`config.mk`:
```
export PLATFORM = sky130hd
export DESIGN_NAME = ula_8_bits_controller
export DESIGN_NICKNAME = d
export VERILOG_FILES = /design/src/rtl/ula_8_bits_controller.sv
export SDC_FILE = /design/constraint.sdc
export NUM_CORES = 1
export LEC_CHECK = 0
export ABC_AREA = 1
export CORE_MARGIN = 4
export CORE_UTILIZATION = 39
export DETAILED_ROUTE_END_ITERATION = 7
export PLACE_DENSITY = 0.75
export SLEW_MARGIN = 30
export SYNTH_ARGS = -nofsm -noshare
export SYNTH_HDL_FRONTEND = slang
export SYNTH_SLANG_ARGS = --single-unit
```
`constraint.sdc`:
```
create_clock -name CLK -period 1.55 [get_ports CLK]
set_clock_uncertainty 0.2 [all_clocks]
set_input_delay 0.155 -clock CLK [delete_from_list [all_inputs] [get_ports CLK]]
set_output_delay 0.155 -clock CLK [all_outputs]
set_load 0.005 [all_outputs]
```
`src/rtl/ula_8_bits_controller.sv`:
```
// Sequential front-end for ula_8_bits_structure: accumulator, carry flag, settle timer, result handshake.
// Optional overflow output OUT_OVF is built when ULA_CTRL_OVERFLOW_EN is defined.
module ula_8_bits_controller #(
    parameter int SETTLE_CYCLES = 1
) (
    input  logic       CLK,
    input  logic       RST,
    input  logic       IN_VALID,
    output logic       IN_READY,
    input  logic [2:0] IN_OP,
    input  logic       IN_USE_ACC,
    input  logic [7:0] IN_A,
    input  logic [7:0] IN_B,
    output logic [7:0] ALU_A,
    output logic [7:0] ALU_B,
    output logic [2:0] ALU_X,
    output logic       ALU_CIN,
    input  logic [7:0] ALU_S,
    input  logic       ALU_COUT,
    output logic       OUT_VALID,
    input  logic       OUT_READY,
    output logic [7:0] OUT_S,
    output logic       OUT_COUT,
    output logic       OUT_ZERO,
`ifdef ULA_CTRL_OVERFLOW_EN
    output logic       OUT_OVF,
`endif
    output logic [7:0] ACC,
    output logic [1:0] dbg_state
);

    // Both handshakes: a transfer happens on a rising edge where valid and ready are both 1;
    // the producer holds its data stable while valid is high and ready is low.

    typedef enum logic [1:0] {
        IDLE = 2'd0,
        EXEC = 2'd1,
        RESP = 2'd2
    } state_t;

    localparam logic [2:0] OP_ADD  = 3'b000;
    localparam logic [2:0] OP_SUB  = 3'b001;
    localparam logic [2:0] OP_LOAD = 3'b101;
    localparam logic [2:0] OP_ADC  = 3'b110;
    localparam logic [2:0] OP_CLR  = 3'b111;

    localparam logic [3:0] LAST_CNT = 4'(SETTLE_CYCLES - 1);

    state_t     state;
    state_t     state_nxt;
    logic [3:0] cnt;
    logic       carry;
    logic [2:0] op_q;
    logic       accept;
    logic       arith_op;

    assign accept    = IN_VALID & IN_READY;
    assign arith_op  = (op_q == OP_ADD) || (op_q == OP_SUB) || (op_q == OP_ADC);
    assign IN_READY  = (state == IDLE);
    assign OUT_VALID = (state == RESP);
    assign dbg_state = state;

    always_ff @(posedge CLK) begin
        if (RST) state <= IDLE;
        else     state <= state_nxt;
    end

    always_comb begin
        state_nxt = state;
        case (state)
            IDLE: if (accept) state_nxt = (IN_OP == OP_LOAD || IN_OP == OP_CLR) ? RESP : EXEC;
            EXEC: if (cnt == LAST_CNT) state_nxt = RESP;
            RESP: if (OUT_READY) state_nxt = IDLE;
            default: state_nxt = IDLE;
        endcase
    end

`ifdef ULA_CTRL_OVERFLOW_EN
    logic ovf_calc;
    always_comb begin
        ovf_calc = 1'b0;
        if (op_q == OP_ADD || op_q == OP_ADC)
            ovf_calc = (ALU_A[7] == ALU_B[7]) && (ALU_S[7] != ALU_A[7]);
        else if (op_q == OP_SUB)
            ovf_calc = (ALU_A[7] != ALU_B[7]) && (ALU_S[7] != ALU_A[7]);
    end
`endif

    always_ff @(posedge CLK) begin
        if (RST) begin
            ACC      <= '0;
            carry    <= 1'b0;
            ALU_A    <= '0;
            ALU_B    <= '0;
            ALU_X    <= '0;
            ALU_CIN  <= 1'b0;
            OUT_S    <= '0;
            OUT_COUT <= 1'b0;
            OUT_ZERO <= 1'b0;
            cnt      <= '0;
            op_q     <= '0;
`ifdef ULA_CTRL_OVERFLOW_EN
            OUT_OVF  <= 1'b0;
`endif
        end else if (accept) begin
            op_q <= IN_OP;
            cnt  <= '0;
            if (IN_OP == OP_LOAD || IN_OP == OP_CLR) begin
                // No ALU round trip: the result is known at the handshake.
                OUT_S    <= (IN_OP == OP_LOAD) ? IN_A : 8'h00;
                ACC      <= (IN_OP == OP_LOAD) ? IN_A : 8'h00;
                OUT_ZERO <= (IN_OP == OP_LOAD) ? (IN_A == 8'h00) : 1'b1;
                OUT_COUT <= 1'b0;
                if (IN_OP == OP_CLR) carry <= 1'b0;
`ifdef ULA_CTRL_OVERFLOW_EN
                OUT_OVF  <= 1'b0;
`endif
            end else begin
                ALU_A   <= IN_USE_ACC ? ACC : IN_A;
                ALU_B   <= IN_B;
                ALU_X   <= (IN_OP == OP_ADC) ? OP_ADD : IN_OP;
                ALU_CIN <= (IN_OP == OP_ADC) ? carry : 1'b0;
            end
        end else if (state == EXEC) begin
            cnt <= cnt + 4'd1;
            if (cnt == LAST_CNT) begin
                OUT_S    <= ALU_S;
                ACC      <= ALU_S;
                OUT_ZERO <= (ALU_S == 8'h00);
                OUT_COUT <= arith_op ? ALU_COUT : 1'b0;
                if (arith_op) carry <= ALU_COUT;
`ifdef ULA_CTRL_OVERFLOW_EN
                OUT_OVF  <= ovf_calc;
`endif
            end
        end
    end

endmodule

```
==> results.yml, run 1 <==
worst_hold_path:
  holdPathEnd: "ALU_B[3]"
  holdCritPathClass: "input pin to register"
  hp-start: "IN_B[3]"
  min_path_cells: 3
run:
  maxCapViolCount: 0
die:
  fp.dieW_um: 79.0
  initial_core_util: 0.408
  rows: 25
  die_area_um2: 6240
  die_h_um: 79.0
  core_region_area_um2: 4820
  ios: 75
final_layout:
  drive_above_1_share: 0.182
  antenna_cells: 0
  ff_latch_area_um2: 821
  final-instance-count-excl-fill: 435
  multi_input_area_um2: 933
  fill_cells: 439
  stdcell_area_um2: 3040
  nets: 402
  synthToLayoutAreaGrowth_pct: 54.5
worst_setup_path:
  slowest_delay_ns: 0.37
  rr_worst_depth: 8
  path_class: "register to register"
  path_delay_family: "buffers and inverters"
  crit_buf_inv: 3
  cp.required_ns: 1.52
  r2r_end: "ALU_A[2]"
  end_kind: "register"
  arrival_ns: 1.48
  crit_path_start_kind: "register"
  r2r-start: "dbg_state[0]"
  r2r_slack_ns: 0.04
  cp_slowest_cell: "dfxtp_4"
  crit_chain: "nor2_4 -> nand2_2 -> buf_6 -> inv_6 -> nand2_2 -> buf_4 -> nand2_1 -> a21oi_1"
  worstPathMaxFanout: 6
  timing.critical_path.mode_cell: "nand2_2"
power:
  seq_power_share: 0.453
  peakVddDrop_mv: 0.478
  p_comb_frac: 0.271
  pwr-share-clk: 0.276
  p_leak_nw: 1.41
  power_density_nw_per_um2: 840
  switchingPower_mw: 0.703
  switching_share: 0.275
  intPower_mw: 1.85
timing:
  timing.final.crit_share: 0.973
  post-route-min-period_ns: 1.51
  fin_setup_tns_ns: 0
  fmax_ghz: 0.663
  finalHoldViolCount: 0
  tightest_slew_ns: 0.309
  setup_viol: 0
  max-slew-margin-rel: 0.793
  final_max_slew_viol_count: 0
clock_tree:
  cts.clk_slew.worst_paths_ns: 0.07
  numCtsBuffers: 5
  cts_root_buf: "clkbuf_8"
  htree_levels: 2
  clk_path_buf_depth: 2
  clk_latency_ns: 0.29
  cts_num_sinks: 40
  cts_tree: "yes"
grt:
  grt_first_pass_wirelength_um: 8960
  grt_pass1_vias: 1909
  met3_usage: 0.0533
  antenna_found_initial: 0
  grt_max_degree: 26
  met2_usage: 0.277
  grt_util_all_layers: 0.182
  grt-busiest-layer: "met2"
  use_met1: 0.241
  grt-ovfl-total: 0
run_status:
  outcome: "complete, no violations"
placed_design:
  dpl.hpwl_um: 4200
  placed_cells: 422
  gp_congestion: 0.777
  portBuffers: 74
  placed_cell_area_um2: 2800
routing:
  drt-total-wl_um: 5610
  via_count: 2055
  wire_per_inst_um: 12.9
  via_per_inst: 4.72
  dr.first_iter.drc_count: 135
  ant_nets: 0
  first_pass_iters: 4
  drc: 0
logic_synthesis:
  syn-cell-area_um2: 1970
  synth_area_leaders: "dfxtp_1 (41%), nand2_1 (13%), a21oi_1 (6.1%)"
  synth_area_leader_cell: "dfxtp_1"
  syn_nets: 316
  yosysTopAreaCellShare: 0.407
  yosysSeqAreaShare: 0.407
  syn_inst: 281
  ys_warn_count: 0
  yosys_register_bits: 40
  yosysUniqueCellTypes: 26
  syn-mean-instance-area_um2: 7.00
## synth_stat cells, drive strengths merged
cell type / n
a21oi: 27
inv: 29
nand3: 24
nor3: 3
clkbuf: 6
a211oi: 2
nor2: 34
nand2: 69
nand4: 2
o21ba: 1
ha: 2
dfxtp: 40
o21ai: 27
buf: 15
## metrics by stage
| stage | setup WS [ns] | util | hold slack [ns] | power (mW) |
|---|---|---|---|---|
| after floorplan | 0.0967 | - | 0.102 | 1.49 |
| after global placement | -0.153 | 0.581 | 0.245 | 1.81 |
| after detailed placement | -0.195 | 0.581 | 0.248 | 1.82 |
| after CTS | -0.00348 | 0.607 | 0.236 | 2.54 |
| after global routing | -0.0400 | 0.631 | 0.244 | 2.70 |
| final | 0.0416 | 0.631 | 0.246 | 2.55 |
## worst reg2reg max path, cell delays in order, from the launching register on
cell and delay, ns:
dfxtp_4 0.37, nor2_4 0.14, nand2_2 0.10, buf_6 0.15, inv_6 0.07, nand2_2 0.08
buf_4 0.17, nand2_1 0.05, a21oi_1 0.05
## sequential cells by signal, summed over array words and instances, names as in the netlist
signal / cells
dbg_state: 2
ACC: 8
ALU_B: 8
OUT_COUT: 1
op_q: 3
ALU_CIN: 1
cnt: 4
ALU_X: 3
carry: 1
ALU_A: 8
OUT_ZERO: 1
## worst max-delay path by stage
stage,start,end,slack (ns),cells after the start
after floorplan,cnt[0],ACC[0],0.1,9
after global placement,IN_OP[2],carry,-0.15,8
after detailed placement,IN_OP[2],carry,-0.20,8
after CTS,dbg_state[1],ALU_B[5],-0.003,8
after global routing,dbg_state[0],ALU_A[1],-0.04,8
final,dbg_state[0],ALU_A[2],0.04,8
## layer usage
metal,part of all wire,up-vias
met1,0.43,915
li1,-,1063
met3,0.074,6
met2,0.48,71
met4,0.014,0
met5,0,-
## power groups by stage
stage | registers [mW] | clock network [mW] | logic (mW)
finish | 1.16 | 0.705 | 0.691
global route | 1.17 | 0.772 | 0.758
CTS | 1.16 | 0.725 | 0.655
detailed placement | 1.17 | 0 | 0.644
global placement | 1.17 | 0 | 0.636
floorplan | 1.17 | 0 | 0.320
## cells by family after synthesis
family | synth area share
flops | 0.407
compound gates | 0.156
fa+ha+maj | 0.0127
simple gates | 0.291
buf+inv | 0.134
## area by class of cell
| type | count | area share |
|---|---|---|
| tap | 67 | 0.0276 |
| clock buffer | 8 | 0.0296 |
| inverter | 29 | 0.0375 |
| multi-input combinational | 191 | 0.307 |
| sequential | 40 | 0.270 |
| timing repair buffer | 100 | 0.328 |
## layout by cell type, fill, tap and decap left out, types with 12 or more instances in the layout
cell type,instances
nor2_1,30
o21ai_0,13
nand3_1,21
o21ai_1,13
a21oi_1,23
clkdlybuf4s50_1,60
dlymetal6s2s_1,12
dfxtp_1,28
nand2_1,64
inv_1,25
buf_4,18
## timing repair
item	4_1_cts	5_1_grt
setup buffers	2	2
hold buffers	0	0
gates cloned	0	1
gates resized for setup	16	44
pin swaps	1	7
setup endpoints to repair	26	47
Power figures use the tool's default switching activity.
==> run 2, diff against run 1 <==
--- a/config.mk
+++ b/config.mk
@@ -7,9 +7,9 @@
 export LEC_CHECK = 0
 export ABC_AREA = 1
 export CORE_MARGIN = 4
-export CORE_UTILIZATION = 39
+export CORE_UTILIZATION = 44
 export DETAILED_ROUTE_END_ITERATION = 7
-export PLACE_DENSITY = 0.75
+export PLACE_DENSITY = 0.8
 export SLEW_MARGIN = 30
 export SYNTH_ARGS = -nofsm -noshare
 export SYNTH_HDL_FRONTEND = slang
==> constraint.sdc (replaced) <==
create_clock -name CLK -period 1.6 [get_ports CLK]
set_clock_uncertainty 0.2 [all_clocks]
set_input_delay 0.16 -clock CLK [delete_from_list [all_inputs] [get_ports CLK]]
set_output_delay 0.16 -clock CLK [all_outputs]
set_load 0.005 [all_outputs]
==> run 2 against run 1 <==
  * Non-clock buffer count shrank 4
  * Setup slack lost 0.016 ns
  * Clock-buffer cell count shrank 2
  * Highest routed layer unchanged
  * Worst hold slack gained 0.0018 ns
  * Via count grew 2.1%
  * Wire length grew 2.6%
  * Cell count shrank 4.1%
  * Global-route usage grew 2.8 points
  * Combinational power shrank 5.6%
  * Power shrank 3.2%
  * Cell area shrank 3.5%
  * Flip-flop and latch count is the same
==> results.yml, run 2 (synthesized netlist as in run 1, its figures left out) <==
power:
  pwr-share-clk: 0.282
  peakVddDrop_mv: 0.559
  intPower_mw: 1.76
  seq_power_share: 0.455
  p_leak_nw: 1.19
  switchingPower_mw: 0.706
  power_density_nw_per_um2: 843
  p_comb_frac: 0.264
  switching_share: 0.286
clock_tree:
  htree_levels: 2
  cts_root_buf: "clkbuf_8"
  numCtsBuffers: 5
  cts.clk_slew.worst_paths_ns: 0.07
  clk_latency_ns: 0.30
  cts_tree: "yes"
  cts_setup_buffers: 0
  clk_path_buf_depth: 2
  ctsHoldBuffers: 0
  cts_num_sinks: 40
final_layout:
  synthToLayoutAreaGrowth_pct: 49.0
  final_common_cell: "clkdlybuf4s50_1"
  nets: 399
  fill_cells: 365
  antenna_cells: 0
  drive_above_1_share: 0.167
  layout_common_cells: "clkdlybuf4s50_1 (71), nand2_1 (63), dfxtp_1 (30), nor2_1 (30), inv_1 (26)"
  reg_top3: "ACC: 8 flops, ALU_A: 8 flops, ALU_B: 8 flops"
  fin_util: 0.673
  stdcell_area_um2: 2930
  final-instance-count-excl-fill: 417
grt:
  grt_pass1_vias: 1993
  grt_first_pass_wirelength_um: 9060
  grt-ovfl-total: 0
  antenna_found_initial: 0
  grt_max_degree: 26
  grt_util_all_layers: 0.210
timing:
  setup_viol: 0
  rsz0062_at_grt: "true"
  timing.final.crit_share: 0.984
  finalHoldViolCount: 0
  fmax_ghz: 0.635
  tightest_slew_ns: 0.292
  final_max_slew_viol_count: 0
  post-route-min-period_ns: 1.57
  max-slew-margin-rel: 0.804
routing:
  via_per_inst: 5.03
  drt-total-wl_um: 5760
  wire_per_inst_um: 13.8
  via_count: 2098
  ant_nets: 0
  dr.first_iter.drc_count: 182
  first_pass_iters: 5
  drc: 0
worst_setup_path:
  crit_path_start_kind: "register"
  crit_chain: "clkdlybuf4s50_1"
  end_kind: "primary output"
  slowest_delay_ns: 0.53
  cp.required_ns: 1.24
  path_delay_family: "buffers and inverters"
  arrival_ns: 1.21
  path_class: "register to primary output"
  worstPathMaxFanout: 4
  crit_buf_inv: 1
  cp_slowest_cell: "clkdlybuf4s50_1"
die:
  ios: 75
  core_region_area_um2: 4350
  initial_core_util: 0.452
  fp.dieW_um: 74.9
  die_h_um: 74.9
  die_area_um2: 5600
  rows: 24
placed_design:
  gp_congestion: 0.842
  dpl.hpwl_um: 4250
  placed_cell_area_um2: 2790
  placed_cells: 408
  portBuffers: 74
worst_hold_path:
  holdCritPathClass: "input pin to register"
run:
  maxCapViolCount: 0
run_status:
  outcome: "complete, no violations"
[run 2: cell types whose count changed in the layout (fill, tap and decap cells not counted), moves of 4 or more]
cell / previous run / this run
clkdlybuf4s50_1: 60 / 71
dlymetal6s2s_1: 12 / 0
buf_6: 7 / 2
o21ai_1: 13 / 9
o21ai_0: 13 / 18
[run 2: per-layer routing]
layer	global-route usage	vias to the layer above	part of all wire
li1	-	1059	-
met3	0.0521	8	0.060
met2	0.352	73	0.49
met4	0.0751	0	0.012
met1	0.262	958	0.44
met5	0	-	0
[run 2: power by group through the flow]
stage          clock network (mW)  logic (mW)  registers, mW
2_1_floorplan                   0       0.310           1.13
3_5_place_dp                    0       0.632           1.14
3_3_place_gp                    0       0.621           1.14
4_1_cts                     0.701       0.635           1.12
5_1_grt                     0.752       0.715           1.13
6_report                    0.696       0.652           1.12
[run 2: path summary, 6_finish.rpt]
check / start / endpoint / slack, ns / cells past startpoint
setup / recovery: dbg_state[1] / dbg_state[1] / 0.03 / 1
hold / removal: IN_B[5] / ALU_B[5] / 0.25 / 3
setup reg to reg: dbg_state[0] / cnt[3] / 0.08 / 6
hold reg to reg: ALU_B[5] / ALU_B[5] / 0.26 / 2
[run 2: worst reg2reg max path, stage by stage, from the launching register on]
cell and delay (ns):
dfxtp_2 0.36, buf_4 0.13, inv_1 0.06, nor2_2 0.18, nand2_1 0.13, nor3_1 0.26
nor3_2 0.09
[run 2: final cells by class]
cell class	count	area, um2	share of cell area
clock buffer	6	82.6	0.0282
clock inverter	2	10.0	0.00341
inverter	29	114	0.0388
multi-input combinational	192	937	0.320
sequential	40	813	0.277
tap	52	65.1	0.0222
timing repair buffer	96	910	0.310
[run 2: stage by stage]
step | TNS, ns | total power, mW | worst slack [ns] | hold WS [ns]
2_1_floorplan | 0 | 1.45 | 0.147 | 0.107
4_1_cts | 0 | 2.45 | 0.00587 | 0.244
6_report | 0 | 2.47 | 0.0259 | 0.248
5_1_grt | -0.148 | 2.60 | -0.0390 | 0.246
3_3_place_gp | -2.55 | 1.76 | -0.136 | 0.237
3_5_place_dp | -3.68 | 1.77 | -0.154 | 0.255
[run 2: timing repair]
action                                 in CTS  in global routing
resized for setup                           8                 21
pin swaps                                   0                  2
cloned                                      0                  1
setup endpoints to repair                  13                 50
endpoints found under the hold margin       0                  0
==> run 3, diff against run 2 <==
--- a/config.mk
+++ b/config.mk
@@ -7,9 +7,10 @@
 export LEC_CHECK = 0
 export ABC_AREA = 1
 export CORE_MARGIN = 4
-export CORE_UTILIZATION = 44
+export CORE_UTILIZATION = 45
+export CTS_BUF_LIST = sky130_fd_sc_hd__clkbuf_8
 export DETAILED_ROUTE_END_ITERATION = 7
-export PLACE_DENSITY = 0.8
+export PLACE_DENSITY = 0.82
 export SLEW_MARGIN = 30
 export SYNTH_ARGS = -nofsm -noshare
 export SYNTH_HDL_FRONTEND = slang
==> run 3 against run 2 <==
  * Wire length fell by 3.0%
  * Critical path depth stayed put
  * Utilization increased by 4.8 points
  * Clock power is 9.8% lower
  * Die area fell by 2.0%
  * Register-to-register slack lost 0.05 ns
  * Combinational power grew 4.0%
  * Power decreased by 1.8%
  * Clock-buffer cell count fell by 1
  * Via count decreased by 0.43%
  * First-iteration DRC count down 30%
  * Global-route usage fell by 1.2 points
  * Critical path type unchanged
==> results.yml, run 3 (synthesized netlist as in run 1, its figures left out) <==
run_status:
  outcome: "complete, no violations"
worst_setup_path:
  path_class: "register to primary output"
  crit_buf_inv: 1
  slowest_delay_ns: 0.53
  rr_worst_depth: 7
  worstPathMaxFanout: 4
  r2r-start: "dbg_state[0]"
  r2r_end: "ACC[5]"
  path_delay_family: "buffers and inverters"
  arrival_ns: 1.21
  end_kind: "primary output"
  r2r_slack_ns: 0.03
  crit_path_start_kind: "register"
  cp.required_ns: 1.24
  crit_chain: "clkdlybuf4s50_1"
  cp_slowest_cell: "clkdlybuf4s50_1"
die:
  core_region_area_um2: 4120
  ios: 75
  initial_core_util: 0.478
  die_h_um: 74.1
  fp.dieW_um: 74.1
  rows: 23
  die_area_um2: 5490
timing:
  final_max_slew_viol_count: 0
  tightest_slew_ns: 0.310
  post-route-min-period_ns: 1.57
  worst_slack_ns: 0.0286
  finalHoldViolCount: 0
  timing.final.crit_share: 0.982
  setup_viol: 0
  rsz0062_at_grt: "true"
  fmax_ghz: 0.636
  max-slew-margin-rel: 0.791
grt:
  grt_first_pass_wirelength_um: 8420
  grt_util_all_layers: 0.198
  grt-ovfl-total: 0
  antenna_found_initial: 0
  grt_pass1_vias: 1930
  grt_max_degree: 22
clock_tree:
  htree_levels: 2
  ctsHoldBuffers: 0
  clk_latency_ns: 0.29
  clk_path_buf_depth: 2
  numCtsBuffers: 5
  cts_root_buf: "clkbuf_8"
  cts_tree: "yes"
  cts_num_sinks: 40
  cts.clk_slew.worst_paths_ns: 0.07
run:
  maxCapViolCount: 0
placed_design:
  dpl.hpwl_um: 4040
  placed_cells: 405
  portBuffers: 74
  gp_congestion: 0.832
  pre_cts_ws_ns: -0.160
routing:
  ant_nets: 0
  wire_per_inst_um: 13.4
  via_count: 2089
  drc: 0
  first_pass_iters: 5
  via_per_inst: 5.01
  dr.first_iter.drc_count: 128
  drt-total-wl_um: 5590
final_layout:
  antenna_cells: 0
  fill_cells: 324
  layout_common_cells: "clkdlybuf4s50_1 (72), nand2_1 (65), dfxtp_1 (32), nor2_1 (28), inv_1 (25)"
  final-instance-count-excl-fill: 417
  final_common_cell: "clkdlybuf4s50_1"
  synthToLayoutAreaGrowth_pct: 51.0
  nets: 402
  reg_top3: "ACC: 8 flops, ALU_A: 8 flops, ALU_B: 8 flops"
  drive_above_1_share: 0.172
worst_hold_path:
  min_path_cells: 3
  hp-start: "IN_B[4]"
  holdCritPathClass: "input pin to register"
  holdPathEnd: "ALU_B[4]"
power:
  peakVddDrop_mv: 0.659
  power_density_nw_per_um2: 817
  p_leak_nw: 1.21
[run 3: power breakdown]
part / internal [mW] / switching [mW]
sequential: 1.07 / 0.0514
clock: 0.290 / 0.338
combinational: 0.373 / 0.305
total: 1.73 / 0.694
[run 3: worst max path at each step]
| stage | depth (start not counted) | from | end |
|---|---|---|---|
| 5_1_grt | 7 | dbg_state[0] | ACC[0] |
| 4_1_cts | 8 | dbg_state[0] | carry |
| 3_5_place_dp | 8 | IN_OP[0] | carry |
| 2_1_floorplan | 9 | cnt[0] | ACC[0] |
| 3_3_place_gp | 8 | IN_OP[2] | ACC[5] |
| 6_report | 1 | ACC[0] | ACC[0] |
[run 3: area by class of cell]
cell class              count  area (um2)  area share
clock buffers               5        68.8      0.0232
clock inverters             2        8.76     0.00295
inverters                  29         114      0.0383
multi-input cells         192         950       0.320
flip-flops and latches     40         811       0.273
well taps                  50        62.6      0.0211
repair buffers             99         955       0.322
[run 3: what timing repair did]
| item | in CTS | in global routing |
|---|---|---|
| cloned | 0 | 2 |
| gates resized for setup | 3 | 28 |
| setup buffers | 1 | 2 |
| setup endpoints to repair | 5 | 36 |
| pin swaps | 1 | 4 |
[run 3: through the flow]
| step | power [mW] | setup TNS (ns) | hold WS [ns] | cell area [um2] | util |
|---|---|---|---|---|---|
| after detailed placement | 1.78 | -2.73 | 0.254 | 2800 | 0.681 |
| after floorplan | 1.45 | 0 | 0.107 | 1970 | - |
| after CTS | 2.40 | 0 | 0.239 | 2890 | 0.702 |
| after global placement | 1.76 | -1.78 | 0.245 | 2800 | 0.681 |
| final | 2.43 | 0 | 0.238 | 2970 | 0.721 |
| after global routing | 2.55 | -0.223 | 0.245 | 2970 | 0.721 |
[run 3: per-layer routing]
layer  GRT usage  vias to the layer above  wire length, um  share of wire
met3      0.0730                       17              531          0.095
met5           0                        -                0              0
met1       0.242                      925             2260           0.40
met4      0.0604                        0              136          0.024
li1            -                     1068                -              -
met2       0.326                       79             2660           0.48
